**src/rtl/rowptr_nnz_gen.sv**
```systemverilog
// Turns a CSR row-pointer stream into per-row non-zero counts for the row kernel's TIMES port.
// Optional feature: define ROWPTR_MONO_CHECK_EN to flag non-monotonic row pointers via sticky err.
module rowptr_nnz_gen #(
  parameter int PTR_W  = 32,
  parameter int ROWS_W = 32
) (
  input  logic              clk,
  input  logic              rst,
  input  logic              start,
  input  logic [ROWS_W-1:0] num_rows,
  input  logic [PTR_W-1:0]  s_axis_rowptr_tdata,
  input  logic              s_axis_rowptr_tvalid,
  output logic              s_axis_rowptr_tready,
  output logic [PTR_W-1:0]  m_axis_times_tdata,
  output logic              m_axis_times_tvalid,
  input  logic              m_axis_times_tready,
  output logic              busy,
  output logic              done,
  output logic [ROWS_W-1:0] rows_sent,
  output logic              err
);

  typedef enum logic [2:0] {IDLE, FIRST, RUN, DRAIN, DONE} state_t;

  state_t            state_q, state_d;
  logic [PTR_W-1:0]  prev_q, prev_d;
  logic [PTR_W-1:0]  out_data_q, out_data_d;
  logic              out_valid_q, out_valid_d;
  logic [ROWS_W-1:0] remaining_q, remaining_d;
  logic [ROWS_W-1:0] rows_sent_q, rows_sent_d;
  logic              err_q, err_d;
  logic              in_hs, out_hs, mono_bad;
  logic [PTR_W-1:0]  diff;

  // Ready only looks at registered state and the sink's ready, never at tvalid.
  always_comb begin
    s_axis_rowptr_tready = 1'b0;
    case (state_q)
      FIRST:   s_axis_rowptr_tready = 1'b1;
      RUN:     s_axis_rowptr_tready = (~out_valid_q | m_axis_times_tready) &&
                                      (remaining_q != '0);
      default: s_axis_rowptr_tready = 1'b0;
    endcase
  end

  assign in_hs  = s_axis_rowptr_tvalid & s_axis_rowptr_tready;
  assign out_hs = out_valid_q & m_axis_times_tready;
  assign diff   = s_axis_rowptr_tdata - prev_q;

`ifdef ROWPTR_MONO_CHECK_EN
  assign mono_bad = s_axis_rowptr_tdata < prev_q;
`else
  assign mono_bad = 1'b0;
`endif

  always_comb begin
    state_d     = state_q;
    prev_d      = prev_q;
    out_data_d  = out_data_q;
    out_valid_d = out_valid_q & ~out_hs;
    remaining_d = remaining_q;
    rows_sent_d = rows_sent_q + ROWS_W'(out_hs);
    err_d       = err_q;
    case (state_q)
      IDLE: begin
        if (start) begin
          remaining_d = num_rows;
          rows_sent_d = '0;
          err_d       = 1'b0;
          state_d     = (num_rows != '0) ? FIRST : DONE;
        end
      end
      FIRST: begin
        if (in_hs) begin
          prev_d  = s_axis_rowptr_tdata;
          state_d = RUN;
        end
      end
      RUN: begin
        // The output register refills in the same cycle it drains.
        if (in_hs) begin
          out_valid_d = 1'b1;
          prev_d      = s_axis_rowptr_tdata;
          remaining_d = remaining_q - ROWS_W'(1);
          if (mono_bad) begin
            out_data_d = '0;
            err_d      = 1'b1;
          end else begin
            out_data_d = diff;
          end
          if (remaining_q == ROWS_W'(1)) state_d = DRAIN;
        end
      end
      DRAIN: begin
        if (out_hs) state_d = DONE;
      end
      DONE:    state_d = IDLE;
      default: state_d = IDLE;
    endcase
  end

  always_ff @(posedge clk or posedge rst) begin
    if (rst) begin
      state_q     <= IDLE;
      prev_q      <= '0;
      out_data_q  <= '0;
      out_valid_q <= 1'b0;
      remaining_q <= '0;
      rows_sent_q <= '0;
      err_q       <= 1'b0;
    end else begin
      state_q     <= state_d;
      prev_q      <= prev_d;
      out_data_q  <= out_data_d;
      out_valid_q <= out_valid_d;
      remaining_q <= remaining_d;
      rows_sent_q <= rows_sent_d;
      err_q       <= err_d;
    end
  end

  assign m_axis_times_tdata  = out_data_q;
  assign m_axis_times_tvalid = out_valid_q;
  assign rows_sent           = rows_sent_q;
  assign err                 = err_q;
  assign busy                = (state_q == FIRST) || (state_q == RUN) || (state_q == DRAIN);
  assign done                = (state_q == DONE);

endmodule
```
**config.mk**
```make
export PLATFORM = sky130hd
export DESIGN_NAME = rowptr_nnz_gen
export DESIGN_NICKNAME = d
export VERILOG_FILES = /design/src/rtl/rowptr_nnz_gen.sv
export SDC_FILE = /design/constraint.sdc
export NUM_CORES = 1
export LEC_CHECK = 0
export CAP_MARGIN = 40
export CORE_AREA = 8 8 136 138
export DETAILED_ROUTE_END_ITERATION = 6
export DIE_AREA = 0 0 144 146
export PLACE_DENSITY_LB_ADDON = 0.25
export SLEW_MARGIN = 20
export SYNTH_ARGS = -nofsm -noshare
export SYNTH_HDL_FRONTEND = slang
export SYNTH_SLANG_ARGS = --single-unit
```
**constraint.sdc**
```tcl
create_clock -name clk -period 5.05 [get_ports clk]
set_input_delay 0.505 -clock clk [delete_from_list [all_inputs] [get_ports clk]]
set_output_delay 0.505 -clock clk [all_outputs]
set_load 0.02 [all_outputs]
```
After elaboration in Yosys (flattened, before gate mapping)
Index checks and enable logic that the tools add are counted.
{ "totals": {"reg_bits": 132, "in_bits": 69, "out_inout_bits": 69, "elab_cells": 52} }
{ "classes": {"addsub": 3, "n_eq_ne": 10, "mux": 15, "bitwise": 6, "n_reduce_logical": 12} }
{ "op_table": {"columns": ["op", "count"], "rows": [
  ["32-bit 2-to-1 mux", 4],
  ["32-bit case mux with 2 select lines", 1],
  ["32-bit nonzero test", 2],
  ["32-bit by 1-bit adder with 32-bit output", 1],
  ["32-bit by 1-bit equality test with 1-bit output, second input constant", 1],
  ["32-bit by 1-bit subtractor with 32-bit output, second input constant", 1],
  ["32-bit subtractor", 1],
  ["3-bit 2-to-1 mux", 6],
  ["3-bit case mux with 4 select lines", 1],
  ["2-bit inequality test, second input constant", 5],
  ["3-bit by 2-bit equality test with 1-bit output, second input constant", 2],
  ["5-bit AND reduction", 1],
  ["2-bit AND reduction", 2],
  ["1-bit bitwise AND", 3],
  ["3-bit by 1-bit equality test with 1-bit output, second input constant", 1],
  ["3-bit equality test, second input constant", 1],
  ["3-bit zero test", 1],
  ["3-bit AND reduction", 1],
  ["1-bit logical OR", 2],
  ["1-bit 2-to-1 mux", 2],
  ["1-bit inverter", 2],
  ["1-bit case mux with 2 select lines", 1],
  ["2-bit nonzero test", 1],
  ["2-bit OR reduction", 1],
  ["other kinds (2)", 2]
]} }

Depth between registers and ports, before layout
Gate-level depths: netlist of run 1.
{ "depth": {"ltp_word": 7, "ltp_mapped": 11, "ltp_nobuf": 11} }

Worst setup path after synthesis of run 1
OpenSTA, ideal clock, no wires.
{ "synth_timing": {"path_type": "register -> register", "from": "reg remaining_q[4]", "to": "reg prev_q[10]", "setup_time_ns": 0.127, "arrival_time_ns": 2.706, "required_ns": 4.923, "setup_slack_ns": 2.217, "path_stages_with_launch": 9, "path_buffers": 1, "synth_period_minus_slack_ns": 2.833, "cell_sequence": "dfrtp_1 -> or4_4 -> or3_4 -> nor4_4 -> a21oi_1 -> o21bai_1 -> nand2_2 -> buf_6 -> mux2_1"} }
{ "synth_between": {"elab_chain_cells": 5} }
{ "synth_lines": {"columns": ["element", "line_no", "rtl"], "rows": [
  ["start, declared", "29", "logic [ROWS_W-1:0] remaining_q, remaining_d;"],
  ["start signal, assigned", "116", "remaining_q <= remaining_d;"],
  ["32-bit nonzero test", "41", "(remaining_q != '0);"],
  ["1-bit logical AND", "40", "RUN: s_axis_rowptr_tready = (~out_valid_q | m_axis_times_tready) &&"],
  ["1-bit case mux with 2 select lines", "38", "case (state_q)"],
  ["net s_axis_rowptr_tready", "13", "output logic s_axis_rowptr_tready,"],
  ["1-bit bitwise AND", "46", "assign in_hs = s_axis_rowptr_tvalid & s_axis_rowptr_tready;"],
  ["2-bit AND reduction (no source line)", null, null],
  ["end signal, assigned", "113", "prev_q <= prev_d;"],
  ["end, declared", "26", "logic [PTR_W-1:0] prev_q, prev_d;"]
]} }
The timed path passes the listed nets, and every way through them passes these cells.
A chain may end at the register's enable or synchronous reset.

Worst setup path after layout of run 1
{ "layout_timing": {"from": "reg remaining_q[8]", "to": "out s_axis_rowptr_tready"} }
{ "layout_between": {"elab_chain_cells": 3} }
{ "layout_lines": {"columns": ["element", "line_no"], "rows": [
  ["32-bit nonzero test", "41"],
  ["1-bit logical AND", "40"],
  ["1-bit case mux with 2 select lines", "38"],
  ["end, declared", "13"]
]} }
No other way between the ends.

==> impl_metrics.json, run 1 <==
{
  "cts_resized": 0,
  "wl_um": 20130,
  "die_x_um": 144,
  "synth_top_area_share_pct": 41.43,
  "hold_violations": 0,
  "path_delay_family": "simple AND/OR/NAND/NOR gates",
  "maxCapViolCount": 0,
  "period_needed_ns": 3.611,
  "synth-warning-count": 0,
  "ant_nets": 0,
  "crit_type": "reg2out",
  "ys_seq_elements": 132,
  "rrSetupSlack_ns": 1.84,
  "async_flop_share_pct": 100.0,
  "synth_area_leaders": "dfrtp_1 41%, ha_1 5.6%, o21ai_0 4.8%",
  "fmax_mhz": 276.9,
  "synth_flop_cell": "dfrtp_1",
  "setup_viol": 0,
  "ys_seq_area_share_pct": 41.43,
  "cp.arrival_ns": 3.11,
  "synth_top_area_cell": "dfrtp_1",
  "drive_above_1_share_pct": 6.783,
  "status": "finished, final reports clean",
  "critPathCaptureType": "primary output",
  "netlist_area_um2": 7973,
  "h-tree-depth": 4,
  "fillers": 1433,
  "start_util_pct": 48.94,
  "clock_sinks": 132,
  "synth_common_cells": "132 x dfrtp_1, 90 x nor2_1, 89 x nand2_1",
  "hp-class": "in2async",
  "drv_slew": 0,
  "cts_root_buffer": "clkbuf_16",
  "pre_cts_ws_ns": 1.526,
  "grt_pass1_wl_um": 33690,
  "cts_hold_buf": 0,
  "hpwl_um": 14570,
  "grt_antenna_before_repair": 0,
  "max_slew_margin_pct": 56.62,
  "drc": 0,
  "place.port_buffers": 136,
  "slowest_delay_ns": 0.62,
  "dieHeight_um": 146,
  "place_congestion": 0.8651,
  "r2r_cells": 8,
  "via_per_inst": 5.610,
  "required_ns": 4.55,
  "boundaryPins": 138,
  "drt_iter0_markers": 512,
  "fin_tns_setup_ns": 0,
  "slowest_stage": "nor4_1",
  "grt_pass1_vias": 6801,
  "instances_no_fill": 1252,
  "rows": 47,
  "rr_startpoint": "remaining_q[8]$_DFFE_PP0P_",
  "numCtsBuffers": 17,
  "syn_avg_cell_area_um2": 8.888,
  "vdd_drop_max_mv": 0.3131,
  "syn_to_final_growth_pct": 27.56,
  "grt_use_total_pct": 19.65,
  "crit_buf_inv": 1,
  "final_nets": 1126,
  "rr_endpoint": "prev_q[3]$_DFFE_PP0P_",
  "rsz0062_at_grt": "false",
  "finClkSkew_ns": 0.008667,
  "setup_slack_ns": 1.439,
  "clkTransAtPathRegs_ns": 0.06,
  "synth_fp_nets": 1003,
  "grt_overflow": 0,
  "crit_path_cell_trace": "nor4_1 > nand4_1 > nor4_4 > a21oi_1 > o21bai_1 > clkdlybuf4s50_1",
  "power.density_nw_per_um2": 596.5,
  "finalCritPeriodShare_pct": 71.50,
  "yosysMostFrequentCell": "dfrtp_1",
  "postSynthCellCount": 897,
  "worstMarginPinSlew_ns": 0.6447,
  "cts_tree": "done",
  "clkLatencyLatePin_ns": 0.42,
  "synth_cell_type_count": 73,
  "cp-start-kind": "flop",
  "die-area_um2": 21020,
  "crit_path_max_fanout": 6,
  "utilization_pct": 62.43,
  "core_um2": 16290,
  "antenna_cells": 0,
  "grt_max_degree": 56,
  "power.leakage_uw": 0.004353,
  "dp_cells": 1221,
  "cts_setup_buffers": 0,
  "dr.pass1.iters": 5,
  "wl_per_cell_um": 16.08,
  "synth_edf_count": 0,
  "clk_path_buf_depth": 2,
  "routed-via-count": 7024
}
==> cell families (layout without fill, tap and decap cells) <==
kind of cell / after synthesis / after routing / share of synthesized area, %
buffers and inverters: 85 / 220 / 4.739
xor gates and xnor gates: 40 / 40 / 4.394
other: 1 / 1 / 0.04704
DFF: 132 / 132 / 41.43
muxes: 30 / 30 / 4.237
and+or+nand+nor: 325 / 325 / 19.99
AOI/OAI and AO/OA: 247 / 247 / 19.26
adders and majority gates: 37 / 37 / 5.901
==> report_power, final <==
group	internal, µW	total, µW	switching (µW)
clock network	835	1310	480
registers	1470	1800	328
logic	1270	2960	1690
total	3570	6070	2490
==> per-stage QoR <==
step	cell area [µm²]	total power (µW)	hold slack [ns]
after detailed placement	9550	4749	0.4630
after global routing	10170	6549	0.4607
final	10170	6066	0.4338
after floorplan	7973	3869	0.4409
after CTS	10170	6094	0.4374
after global placement	9475	4657	0.4503
==> worst max-delay path by stage <==
stage | from | cells past startpoint | endpoint | slack (ns)
floorplan | rst | 1 | m_axis_times_tdata[0]$_DFFE_PP0P_ | 1.02
finish | remaining_q[8]$_DFFE_PP0P_ | 6 | s_axis_rowptr_tready | 1.44
global route | remaining_q[8]$_DFFE_PP0P_ | 6 | s_axis_rowptr_tready | 1.18
detailed placement | s_axis_rowptr_tdata[4] | 10 | m_axis_times_tdata[26]$_DFFE_PP0P_ | 1.53
CTS | remaining_q[8]$_DFFE_PP0P_ | 6 | s_axis_rowptr_tready | 1.42
global placement | s_axis_rowptr_tdata[4] | 10 | m_axis_times_tdata[26]$_DFFE_PP0P_ | 1.59
==> sequential cells by signal, indices dropped and copies added (netlist names) <==
name / flops
prev_q: 32
m_axis_times_tvalid: 1
rows_sent: 32
state_q: 3
m_axis_times_tdata: 32
remaining_q: 32
==> final cells by class <==
cell class	count	area, µm²	share of cell area [%]
repair buffers	146	1501	14.76
well taps	220	275.3	2.707
flip-flops and latches	132	3303	32.48
clock buffers	18	439.2	4.318
multi-input cells	680	4307	42.35
clock inverters	13	180.2	1.772
inverters	43	163.9	1.612
==> per-layer routing <==
metal	GRT usage, %	up-vias	wire (µm)
met3	4.659	27	1164
met2	31.16	186	9591
met5	0	-	0
met1	25.55	3340	9039
met4	6.891	0	331
li1	-	3471	-
==> cells in the final DEF (no fill, tap or decap), types with 5 or more instances in the layout <==
| cell type | count |
|---|---|
| a21o_1 | 16 |
| a21oi_1 | 69 |
| a22oi_1 | 7 |
| a31oi_1 | 7 |
| and2_1 | 6 |
| and3_1 | 7 |
| and4_1 | 5 |
| buf_4 | 6 |
| clkbuf_16 | 17 |
| clkdlybuf4s50_1 | 136 |
| dfrtp_1 | 132 |
| ha_1 | 36 |
| inv_1 | 42 |
| mux2_1 | 26 |
| nand2_1 | 88 |
| nand2b_1 | 6 |
| nand3_1 | 27 |
| nand4_1 | 19 |
| nor2_1 | 90 |
| nor2b_1 | 6 |
| nor3_1 | 20 |
| nor4_1 | 15 |
| o21a_1 | 9 |
| o21ai_0 | 77 |
| o22ai_1 | 5 |
| o31ai_1 | 8 |
| or2_2 | 6 |
| or3_1 | 12 |
| xnor2_1 | 15 |
| xor2_1 | 25 |
No activity file was read; power rests on OpenSTA's default activity.
==> inputs of run 2 (changes only) <==
Clock period 5.05 ns to 3.5 ns, I/O delays scaled along.
==> impl_metrics.json, run 2 (synthesis gave the netlist of run 1 again) <==
{
  "crit_type": "reg2out",
  "boundaryPins": 138,
  "rows": 47,
  "setup_viol": 0,
  "rrSetupSlack_ns": 0.48,
  "clkLatencyLatePin_ns": 0.43,
  "place_area_um2": 9584,
  "wl_per_cell_um": 16.26,
  "numCtsBuffers": 17,
  "syn_to_final_growth_pct": 27.93,
  "rr_endpoint": "m_axis_times_tdata[26]$_DFFE_PP0P_",
  "die-area_um2": 21020,
  "ant_nets": 0,
  "rsz0062_at_grt": "false",
  "cp.arrival_ns": 2.93,
  "cts_hold_buf": 0,
  "crit_path_max_fanout": 5,
  "worstMarginPinSlew_ns": 0.5933,
  "place.port_buffers": 136,
  "fin_tns_setup_ns": 0,
  "grt_antenna_before_repair": 1,
  "drv_slew": 0,
  "final_common_cell": "clkdlybuf4s50_1",
  "place_congestion": 0.8979,
  "routed-via-count": 7102,
  "grt_pass1_wl_um": 34290,
  "vdd_drop_max_mv": 0.4364,
  "pre_cts_ws_ns": 0.09051,
  "finalCritPeriodShare_pct": 93.63,
  "power_uw": 8826,
  "finClkSkew_ns": 0.01395,
  "grt_use_total_pct": 20.12,
  "grt_max_degree": 75,
  "cts_setup_buffers": 0,
  "power.density_nw_per_um2": 865.3,
  "dieHeight_um": 146,
  "cts_resized": 1,
  "clk_path_buf_depth": 2,
  "critPathCaptureType": "primary output",
  "power.leakage_uw": 0.004368,
  "drt_iter0_markers": 393,
  "r2r_cells": 10,
  "maxCapViolCount": 0,
  "wl_um": 20500,
  "rr_startpoint": "prev_q[4]$_DFFE_PP0P_",
  "final_nets": 1133,
  "required_ns": 3.15,
  "final_cell_mix": "135 x clkdlybuf4s50_1, 132 x dfrtp_1, 90 x nor2_1, 88 x nand2_1, 77 x o21ai_0",
  "drc": 0,
  "cts_tree": "done",
  "start_util_pct": 48.94,
  "dr.pass1.iters": 7,
  "max_slew_margin_pct": 60.08,
  "grt_overflow": 0,
  "core_um2": 16290,
  "finalInstanceArea_um2": 10200,
  "fmax_mhz": 305.2,
  "h-tree-depth": 4,
  "cp-start-kind": "flop",
  "status": "finished, final reports clean",
  "die_x_um": 144,
  "setup_slack_ns": 0.2230,
  "hold_violations": 0,
  "utilization_pct": 62.62,
  "cts_root_buffer": "clkbuf_16",
  "clkTransAtPathRegs_ns": 0.06,
  "via_per_inst": 5.632,
  "hp-class": "in2async",
  "drive_above_1_share_pct": 7.500,
  "clock_sinks": 132,
  "grt_pass1_vias": 7053,
  "hpwl_um": 15080,
  "period_needed_ns": 3.277
}
==> run 2: worst max-delay path by stage <==
stage	start	slack [ns]	end
after floorplan	remaining_q[4]$_DFFE_PP0P_	0.67	prev_q[10]$_DFFE_PP0P_
after global placement	s_axis_rowptr_tdata[4]	0.19	m_axis_times_tdata[26]$_DFFE_PP0P_
after detailed placement	s_axis_rowptr_tdata[4]	0.09	m_axis_times_tdata[26]$_DFFE_PP0P_
after CTS	remaining_q[4]$_DFFE_PP0P_	0.20	s_axis_rowptr_tready
after global routing	remaining_q[12]$_DFFE_PP0P_	0.09	s_axis_rowptr_tready
final	remaining_q[4]$_DFFE_PP0P_	0.22	s_axis_rowptr_tready
==> run 2: routing by layer <==
layer,track usage [%],up-vias,routed length (µm)
met3,4.790,29,1384
met5,0,-,0
met1,26.05,3385,9012
li1,-,3500,-
met2,31.86,188,9772
met4,7.365,0,335
==> run 2: area by class of cell <==
| cell class | instances | area [µm²] |
|---|---|---|
| fillers | 1405 | 6090 |
| well taps | 220 | 275.3 |
| diodes | 1 | 2.502 |
| multi-input cells | 680 | 4307 |
| clock inverters | 14 | 175.2 |
| inverters | 43 | 165.2 |
| flip-flops and latches | 132 | 3303 |
| clock buffers | 18 | 439.2 |
| repair buffers | 153 | 1533 |
==> run 2: critical path, stage by stage, from the launching register on <==
cell	delay, ns
dfrtp_1	0.42
or4_4	0.59
or3_4	0.39
nor4_4	0.36
a21oi_1	0.15
o21bai_1	0.23
dlygate4sd2_1	0.36
==> run 2: power by group <==
part | total [µW] | switching (µW) | internal [µW]
logic | 4360 | 2470 | 1880
registers | 2600 | 483 | 2120
clock network | 1870 | 723 | 1150
==> run 2: metrics by stage <==
step	hold slack [ns]	instances
after floorplan	0.4409	897
after global placement	0.4507	1227
after detailed placement	0.4585	1228
after CTS	0.3314	1260
after global routing	0.3680	1260
final	0.3211	1261
